**config.mk**
```make
export PLATFORM = sky130hd
export DESIGN_NAME = adc_serial_reader_flat
export DESIGN_NICKNAME = d
export VERILOG_FILES = /design/src/rtl/logger_pkg.sv /design/src/rtl/adc_serial_reader_if.sv /design/src/rtl/sync_edge_det.sv /design/src/rtl/adc_serial_reader.sv /design/src/flat_wrapper.sv
export SDC_FILE = /design/constraint.sdc
export NUM_CORES = 1
export LEC_CHECK = 0
export ABC_AREA = 0
export CAP_MARGIN = 20
export CORE_MARGIN = 8
export CORE_UTILIZATION = 52
export CTS_BUF_LIST = sky130_fd_sc_hd__clkbuf_4 sky130_fd_sc_hd__clkbuf_8
export DETAILED_ROUTE_END_ITERATION = 10
export PLACE_DENSITY = 0.77
export REMOVE_ABC_BUFFERS = 1
export SYNTH_ARGS = -nofsm -noshare
export SYNTH_HDL_FRONTEND = slang
export SYNTH_HIERARCHICAL = 1
export SYNTH_SLANG_ARGS = --single-unit
```
**constraint.sdc**
```tcl
create_clock -name clk -period 2 [get_ports clk]
set_input_delay 0.2 -clock clk [delete_from_list [all_inputs] [get_ports clk]]
set_output_delay 0.2 -clock clk [all_outputs]
set_load 0.01 [all_outputs]
```
**src/rtl/logger_pkg.sv**
```systemverilog
// Shared definitions for the ADC serial reader: FSM encoding and default sizing.
package logger_pkg;

    typedef enum logic [2:0] {
        ST_IDLE,
        ST_WAIT,
        ST_HIGH,
        ST_LOW,
        ST_DONE
    } adc_state_e;

    localparam int ADC_DATA_W    = 16;
    localparam int ADC_SCLK_DIV  = 8;
    localparam int ADC_START_DLY = 4;

endpackage

```
**src/rtl/adc_serial_reader_if.sv**
```systemverilog
// ADC-side pins plus the parallel sample bus of the serial reader.
interface adc_serial_reader_if #(
    parameter int DATA_W = logger_pkg::ADC_DATA_W
);
    logic              en;
    logic              clr_ovr;
    logic              nDRDY;
    logic              SDIN1;
    logic              SCLK1;
    logic [DATA_W-1:0] sample_data;
    logic              sample_valid;
    logic              busy;
    logic              overrun;

    // The reader drives the serial clock and the sample bus.
    modport master (
        input  en, clr_ovr, nDRDY, SDIN1,
        output SCLK1, sample_data, sample_valid, busy, overrun
    );

    // The ADC / system side sees the mirror image.
    modport slave (
        output en, clr_ovr, nDRDY, SDIN1,
        input  SCLK1, sample_data, sample_valid, busy, overrun
    );
endinterface

```
**src/rtl/sync_edge_det.sv**
```systemverilog
// Two-flop synchronizer for an asynchronous input, with an optional
// rising-edge pulse built from a third history flop.
module sync_edge_det #(
    parameter bit EDGE_OUT = 1'b1
) (
    input  logic clk,
    input  logic res,
    input  logic d,
    output logic q,
    output logic rise
);
    logic s1, s2;

    // Metastability chain; s2 is the first usable copy of d.
    always_ff @(posedge clk or posedge res) begin
        if (res) begin
            s1 <= 1'b0;
            s2 <= 1'b0;
        end else begin
            s1 <= d;
            s2 <= s1;
        end
    end

    assign q = s2;

    generate
        if (EDGE_OUT) begin : g_edge
            logic s3;

            // History flop so a level held high yields a single pulse.
            always_ff @(posedge clk or posedge res) begin
                if (res) s3 <= 1'b0;
                else     s3 <= s2;
            end

            assign rise = s2 & ~s3;
        end else begin : g_no_edge
            assign rise = 1'b0;
        end
    endgenerate
endmodule

```
**src/rtl/adc_serial_reader.sv**
```systemverilog
// Reads one DATA_W-bit word, MSB first, from the ADC serial port after each
// data-ready rising edge and presents it as a parallel sample with a strobe.
module adc_serial_reader
    import logger_pkg::*;
#(
    parameter int DATA_W    = ADC_DATA_W,
    parameter int SCLK_DIV  = ADC_SCLK_DIV,
    parameter int START_DLY = ADC_START_DLY
) (
    input  logic              clk,
    input  logic              res,
    adc_serial_reader_if.master bus
);
    localparam int BCW = (DATA_W > 1) ? $clog2(DATA_W) : 1;

    adc_state_e        state;
    logic [7:0]        phase;
    logic [BCW-1:0]    bit_cnt;
    logic [DATA_W-1:0] shreg;
    logic [DATA_W-1:0] data_q;
    logic              sclk_q;
    logic              valid_q;
    logic              busy_q;
    logic              ovr_q;

    logic rdy_rise;
    logic rdy_lvl_unused;
    logic sdin_s;
    logic sdin_rise_unused;

    sync_edge_det #(.EDGE_OUT(1'b1)) u_drdy_sync (
        .clk  (clk),
        .res  (res),
        .d    (bus.nDRDY),
        .q    (rdy_lvl_unused),
        .rise (rdy_rise)
    );

    sync_edge_det #(.EDGE_OUT(1'b0)) u_sdin_sync (
        .clk  (clk),
        .res  (res),
        .d    (bus.SDIN1),
        .q    (sdin_s),
        .rise (sdin_rise_unused)
    );

    // Read sequencer: start delay, DATA_W high/low SCLK periods, then publish.
    // Outputs are registered; busy and the strobe trail the state by one cycle.
    always_ff @(posedge clk or posedge res) begin
        if (res) begin
            state   <= ST_IDLE;
            phase   <= '0;
            bit_cnt <= '0;
            shreg   <= '0;
            data_q  <= '0;
            sclk_q  <= 1'b0;
            valid_q <= 1'b0;
            busy_q  <= 1'b0;
            ovr_q   <= 1'b0;
        end else begin
            valid_q <= 1'b0;
            busy_q  <= (state != ST_IDLE);

            // A new edge outside IDLE (DONE included) is dropped and flagged;
            // setting takes priority over a clear in the same cycle.
            if (rdy_rise && state != ST_IDLE) ovr_q <= 1'b1;
            else if (bus.clr_ovr)             ovr_q <= 1'b0;

            case (state)
                ST_IDLE: begin
                    if (rdy_rise && bus.en) begin
                        state <= ST_WAIT;
                        phase <= 8'(START_DLY - 1);
                    end
                end
                ST_WAIT: begin
                    if (phase == '0) begin
                        state   <= ST_HIGH;
                        sclk_q  <= 1'b1;
                        phase   <= 8'(SCLK_DIV - 1);
                        bit_cnt <= BCW'(DATA_W - 1);
                    end else begin
                        phase <= phase - 8'd1;
                    end
                end
                ST_HIGH: begin
                    // Sample late in the high phase, far from the ADC's update.
                    if (phase == '0) begin
                        shreg  <= {shreg[DATA_W-2:0], sdin_s};
                        sclk_q <= 1'b0;
                        phase  <= 8'(SCLK_DIV - 1);
                        state  <= ST_LOW;
                    end else begin
                        phase <= phase - 8'd1;
                    end
                end
                ST_LOW: begin
                    if (phase == '0) begin
                        if (bit_cnt == '0) begin
                            state <= ST_DONE;
                        end else begin
                            bit_cnt <= bit_cnt - BCW'(1);
                            sclk_q  <= 1'b1;
                            phase   <= 8'(SCLK_DIV - 1);
                            state   <= ST_HIGH;
                        end
                    end else begin
                        phase <= phase - 8'd1;
                    end
                end
                ST_DONE: begin
                    data_q  <= shreg;
                    valid_q <= 1'b1;
                    state   <= ST_IDLE;
                end
                default: state <= ST_IDLE;
            endcase
        end
    end

    assign bus.SCLK1        = sclk_q;
    assign bus.sample_data  = data_q;
    assign bus.sample_valid = valid_q;
    assign bus.busy         = busy_q;
    assign bus.overrun      = ovr_q;
endmodule
```
**src/flat_wrapper.sv**
```systemverilog
// flat-port wrapper written by rule: the top's interface ports become plain ports
module adc_serial_reader_flat import logger_pkg::*;
#(
    parameter int DATA_W    = ADC_DATA_W,
    parameter int SCLK_DIV  = ADC_SCLK_DIV,
    parameter int START_DLY = ADC_START_DLY
)
  (clk, res, bus_en, bus_clr_ovr, bus_nDRDY, bus_SDIN1, bus_SCLK1, bus_sample_data, bus_sample_valid, bus_busy, bus_overrun);
  adc_serial_reader_if #(.DATA_W(DATA_W)) bus_i ();
  input  logic clk;
  input  logic res;
  input wire logic [$bits(bus_i.en)-1:0] bus_en;
  input wire logic [$bits(bus_i.clr_ovr)-1:0] bus_clr_ovr;
  input wire logic [$bits(bus_i.nDRDY)-1:0] bus_nDRDY;
  input wire logic [$bits(bus_i.SDIN1)-1:0] bus_SDIN1;
  output wire logic [$bits(bus_i.SCLK1)-1:0] bus_SCLK1;
  output wire logic [$bits(bus_i.sample_data)-1:0] bus_sample_data;
  output wire logic [$bits(bus_i.sample_valid)-1:0] bus_sample_valid;
  output wire logic [$bits(bus_i.busy)-1:0] bus_busy;
  output wire logic [$bits(bus_i.overrun)-1:0] bus_overrun;
  assign bus_i.en = bus_en;
  assign bus_i.clr_ovr = bus_clr_ovr;
  assign bus_i.nDRDY = bus_nDRDY;
  assign bus_i.SDIN1 = bus_SDIN1;
  assign bus_SCLK1 = bus_i.SCLK1;
  assign bus_sample_data = bus_i.sample_data;
  assign bus_sample_valid = bus_i.sample_valid;
  assign bus_busy = bus_i.busy;
  assign bus_overrun = bus_i.overrun;
  adc_serial_reader #(.DATA_W(DATA_W), .SCLK_DIV(SCLK_DIV), .START_DLY(START_DLY)) u_core (.clk(clk), .res(res), .bus(bus_i));
endmodule
```
==> results.ini, run 1 <==
[finish]
syn_to_final_growth_pct=24.6
final_nets=237
stdcell_count=282
drive_above_1_share_pct=33.3
antenna_cells=0
multi_input_area_um2=983
fillCellCount=371
utilization_pct=65.5
register_area_um2=1400

[clocking]
cts_buffers=5
cts.clk_slew.worst_paths_ns=0.09
worstSkewPairLatency_ns=0.31
cts_buffer_depth=2
clock_sinks=56
root_buffer=clkbuf_8
holdBufCountCts=0
cts_max_level=2
tritoncts=built

[power_and_ir_drop]
power_leakage_nw=1.45
p_per_area_nw_per_um2=1080
ir_drop_uv=624

[setup_path]
crit_path_max_incr_delay_ns=0.49
path_max_fanout=4
slowest_stage=or4b_4
r2r_slack_ns=0.04
crit_path_end_kind=register
path_class=reg2reg
cp.required_ns=2.20
r2r-end=u_core/bit_cnt[2]$_DFFE_PP0P_
reg2reg_depth=7
crit_chain=inv_2 > ha_4 > or4b_4 > nor4_4 > buf_4 > nand4_1 > o221a_2
cp.arrival_ns=2.16
critPathLaunchType=register
crit-reg2reg-launch=u_core/phase[0]$_DFFE_PP0P_

[logic_synthesis]
synth_cells=184
ys_warn_count=6
syn_area_um2=2430
syn_avg_cell_area_um2=13.2

[grt]
antenna_found_initial=0
globalRouteOverflowTotal=0
grt_pass1_wl_um=7380
grt_pass1_vias=1587
grt_max_degree=33
track_usage_pct=12.6

[sta]
rsz0062_at_grt=true
skew_ns=0.0104
worstMarginPinSlew_ns=0.433
worst_slack_ns=0.0376
finalSetupViolations=0
hold_viol_final=0
maxSlewHeadroom_pct=71.1
fin_crit_sh_pct=98.1
slew_viol_final=0
max_freq_mhz=510
min_period_ns=1.96

[route]
wl_per_cell_um=15.3
viasPerCell=5.56
routed_wl_um=4310
firstDrtPassIters=4
first_iter_violations=51
ant_nets=0
drc=0
num_vias=1567

[placement]
routabilityCongestion=0.803
dp_cells=271
port_buffers=25
pre_cts_slack_ns=0.0294
dp_hpwl_um=3160

[floorplanning]
fp-row-count=25
start_util_pct=52.5
core_area_um2=4630
io_pins=26
die_h_um=84.4
fp.dieArea_um2=7120
die_w_um=84.4

[min_path]
min_path_type=in2async

[run_status]
status=completed

[flow_run]
drv_cap=0

routing by layer:
metal / up-vias / track usage, % / part of all wire (%) / wire (µm)
met5: - / 0 / 0 / 0
met4: 0 / 3.88 / 1.6 / 67
met3: 8 / 3.90 / 4.8 / 208
met2: 30 / 20.8 / 49 / 2110
met1: 790 / 15.2 / 45 / 1920
li1: 739 / - / - / -
area by class of cell:
class	instances	share of cell area [%]
inverter	10	1.24
clock buffer	5	2.27
sequential	56	46.2
tap	54	2.23
clock inverter	3	2.27
multi-input combinational	112	32.5
timing repair buffer	42	13.3
worst max path at each step:
stage / from / endpoint / slack [ns] / cells past startpoint
floorplan: u_core/phase[0]$_DFFE_PP0P_ / u_core/shreg[0]$_DFFE_PP0P_ / -0.10 / 6
global placement: u_core/phase[0]$_DFFE_PP0P_ / u_core/shreg[0]$_DFFE_PP0P_ / 0.08 / 7
CTS: u_core/bit_cnt[0]$_DFFE_PP0P_ / u_core/phase[1]$_DFFE_PP0P_ / 0.01 / 6
global route: u_core/phase[0]$_DFFE_PP0P_ / u_core/bit_cnt[2]$_DFFE_PP0P_ / -0.04 / 7
detailed placement: u_core/bit_cnt[0]$_DFFE_PP0P_ / u_core/phase[1]$_DFFE_PP0P_ / 0.03 / 6
finish: u_core/phase[0]$_DFFE_PP0P_ / u_core/bit_cnt[2]$_DFFE_PP0P_ / 0.04 / 7
layout by cell type (no fill, tap or decap), types with 2 or more instances in the layout:
master,count
o21ba_2,2
bufinv_16,2
inv_1,7
mux2_2,24
clkbuf_8,5
clkdlybuf4s50_1,25
inv_2,3
nand2_1,9
ha_1,3
mux2_4,10
a31oi_1,2
buf_4,15
or3_1,3
dfrtp_1,56
nand2b_1,3
a21oi_1,7
o221a_2,2
nor3_1,4
buf_12,2
o21ai_0,7
nor2_1,9
and2_1,2
nand4_1,3
registers in the layout (all words and copies together), names as in the netlist:
name                          flops
u_core/u_sdin_sync/s1             1
u_core/u_drdy_sync/g_edge.s3      1
u_core/bus.sample_valid           1
u_core/bus.overrun                1
u_core/u_drdy_sync/q              1
u_core/phase                      8
u_core/bus.busy                   1
u_core/u_sdin_sync/q              1
u_core/bus.sample_data           16
u_core/bus.SCLK1                  1
u_core/u_drdy_sync/s1             1
u_core/bit_cnt                    4
u_core/shreg                     16
u_core/state                      3
power breakdown:
group | total [W] | switching, W | internal, W
clock | 0.000863 | 0.000360 | 0.000504
sequential | 0.00147 | 0.000186 | 0.00128
combinational | 0.000949 | 0.000463 | 0.000486
total | 0.00328 | 0.00101 | 0.00227
metrics by stage:
step	power, W	instance area, µm²	TNS (ns)	hold slack [ns]
floorplan	0.00201	2380	-1.53	-0.0588
global placement	0.00229	2830	0	0.333
detailed placement	0.00233	2830	0	0.337
CTS	0.00320	2970	0	0.112
global route	0.00349	3030	-0.0968	0.127
finish	0.00328	3030	0	0.115
what timing repair did:
action	in CTS	in global routing
setup endpoints to repair	0	25
resized for setup	0	10
buffers inserted	0	3
worst max-delay path: cells and delay by family, from the launching register on:
kind,cells,cell delay (ns)
AND/OR/NAND/NOR,3,0.94
flip-flops,1,0.40
buffers and inverters,2,0.26
adder cells (fa/ha/maj),1,0.13
AO/OA/AOI/OAI,1,0.13
No activity file was read; power rests on OpenSTA's default activity.
==> run 2, diff against run 1 <==
Settings changed: CAP_MARGIN 20 to not set, RECOVER_POWER set to 25.
Clock period 2 ns to 1.8 ns, I/O delays scaled along.
==> run 2 against run 1 <==
Against the previous run: the run now ends with setup timing left; setup slack lost 0.15 ns; sequential power rose by 9.5%; sequential cell count stayed put; combinational power is 71% higher; non-clock buffer count grew 19; fmax up 2.7%; die area is the same; clock power fell by 15%; core utilization is 4.9 points higher; sequential share of layout area fell by 3.2 points; first-iteration DRC count increased by 67%; critical path type unchanged; largest cell class unchanged.
==> results.ini, run 2 (synthesis gave the netlist of run 1 again) <==
[route]
first_iter_violations=85  ; +67%
drc=0  ; unchanged
routed_wl_um=5250  ; +22%
firstDrtPassIters=6  ; +2
num_vias=1717  ; +9.6%
ant_nets=0  ; unchanged
wl_per_cell_um=17.4  ; +14%
viasPerCell=5.70  ; +2.7%

[placement]
dp_cells=285  ; +5.2%
routabilityCongestion=0.768  ; -4.3%
dp_hpwl_um=3410  ; +7.8%
port_buffers=25  ; unchanged

[floorplanning]
fp-row-count=25  ; unchanged
start_util_pct=52.5  ; unchanged
die_w_um=84.4  ; unchanged
io_pins=26  ; unchanged
die_h_um=84.4  ; unchanged
core_area_um2=4630  ; unchanged
fp.dieArea_um2=7120  ; unchanged

[clocking]
cts_buffers=5  ; unchanged
tritoncts=built
holdBufCountCts=0  ; unchanged
cts.clk_slew.worst_paths_ns=0.11  ; +0.02 ns
root_buffer=clkbuf_8
clock_sinks=56  ; unchanged
cts_buffer_depth=2  ; unchanged
worstSkewPairLatency_ns=0.32  ; about the same
cts_max_level=2  ; unchanged

[sta]
finalSetupViolations=24  ; +24
min_period_ns=1.91  ; -0.0513 ns
worstMarginPinSlew_ns=0.769  ; +0.336 ns
rsz0062_at_grt=true
hold_viol_final=0  ; unchanged
slew_viol_final=0  ; unchanged
max_freq_mhz=523  ; +2.7%
worst_slack_ns=-0.111  ; -0.149 ns
fin_crit_sh_pct=106  ; +8.1 points
skew_ns=0.0113  ; +0.000944 ns
maxSlewHeadroom_pct=48.7  ; -22 points

[setup_path]
cp.arrival_ns=2.12  ; -0.04 ns
path_class=reg2reg
crit_path_max_incr_delay_ns=0.40  ; -0.09 ns
slowest_stage=dfrtp_1
r2r_slack_ns=-0.11  ; -0.15 ns
critPathLaunchType=register
cp.required_ns=2.01  ; -0.19 ns
path_max_fanout=16  ; +12
crit_chain=inv_2 > ha_4 > nor4b_4 > nand2_1 > or3_4 > buf_12 > mux2_4
crit_path_end_kind=register

[finish]
multi_input_area_um2=1070  ; +8.7%
fillCellCount=326  ; -12%
syn_to_final_growth_pct=33.9
layout_commonest_cell=dfrtp_1
register_area_um2=1400  ; unchanged
final_nets=256  ; +8.0%
most-common-layout-cells=dfrtp_1, buf_4, mux2_2
antenna_cells=0  ; unchanged
utilization_pct=70.4  ; +4.9 points
drive_above_1_share_pct=43.3  ; +10 points
stdcell_count=301  ; +6.7%

[run_status]
status=finished, violations left
violations=setup timing

[power_and_ir_drop]
p_per_area_nw_per_um2=1210  ; +12%
ir_drop_uv=750  ; +20%
total_power_w=0.00395  ; +21%
switching_power_w=0.00141  ; +39%
pwr-share-comb_pct=40.8  ; +12 points
p_seq_share_pct=40.6  ; -4.1 points
power_leakage_nw=1.55  ; +7.0%
clockPowerShare_pct=18.6  ; -7.7 points
intPower_w=0.00255  ; +12%
switching_share_pct=35.6  ; +4.8 points

[min_path]
min_path_type=in2async

[grt]
grt_pass1_wl_um=8360  ; +13%
grt_pass1_vias=1812  ; +14%
track_usage_pct=14.4  ; +1.8 points
globalRouteOverflowTotal=0  ; unchanged
antenna_found_initial=0  ; unchanged
grt_max_degree=20  ; -39%

[flow_run]
drv_cap=0  ; unchanged

[run 2: per-stage QoR]
step | setup TNS (ns) | instance area (µm²) | hold slack (ns) | setup slack (ns)
final | -2.05 | 3260 | 0.199 | -0.111
after global routing | -4.57 | 3260 | 0.200 | -0.253
after CTS | -1.39 | 3150 | 0.0813 | -0.119
after detailed placement | -2.34 | 2960 | 0.348 | -0.127
after global placement | -1.22 | 2960 | 0.334 | -0.0713
after floorplan | -4.99 | 2380 | -0.0788 | -0.303
[run 2: final cells by class]
cell class	count	area share [%]
clock buffers	5	2.11
clock inverters	3	0.845
inverters	10	1.15
multi-input cells	112	32.8
flip-flops and latches	56	43.0
well taps	54	2.07
repair buffers	61	18.0
[run 2: worst paths after layout]
| check | from | cells after the start | end |
|---|---|---|---|
| setup / recovery | u_core/phase[1]$_DFFE_PP0P_ | 7 | u_core/shreg[6]$_DFFE_PP0P_ |
| hold / removal | res | 2 | u_core/u_sdin_sync/s1$_DFF_PP0_ |
| setup reg to reg | u_core/phase[1]$_DFFE_PP0P_ | 7 | u_core/shreg[6]$_DFFE_PP0P_ |
| hold reg to reg | u_core/u_sdin_sync/s1$_DFF_PP0_ | 0 | u_core/u_sdin_sync/q$_DFF_PP0_ |
| max in group asynchronous | res | 3 | u_core/bit_cnt[0]$_DFFE_PP0P_ |
| min in group clk | u_core/u_sdin_sync/s1$_DFF_PP0_ | 0 | u_core/u_sdin_sync/q$_DFF_PP0_ |
[run 2: per-layer routing]
metal	share of wire, %	vias to the layer above	track usage [%]
met3	6.0	15	4.10
met5	0	-	0
met4	2.5	0	5.02
li1	-	776	-
met2	50	67	24.4
met1	42	859	17.1
[run 2: power groups by stage]
stage | logic (W) | clock network (W) | registers, W
final | 0.00162 | 0.000734 | 0.00161
after floorplan | 0.000613 | 0 | 0.00162
after global placement | 0.00115 | 0 | 0.00158
after global routing | 0.00173 | 0.000795 | 0.00162
after detailed placement | 0.00120 | 0 | 0.00159
after CTS | 0.00134 | 0.000752 | 0.00158
[run 2: worst max-delay path: cells and delay by family, from the launching register on]
kind | cells | cell delay (ns)
and+or+nand+nor | 3 | 0.71
DFF | 1 | 0.40
muxes | 1 | 0.30
buffers and inverters | 2 | 0.26
adders and majority gates | 1 | 0.13
[run 2: what timing repair did]
item	in CTS	in global routing
resized for setup	14	22
setup endpoints to repair	26	30
pin swaps	7	7
buffers inserted	5	5
endpoints found under the hold margin	0	0
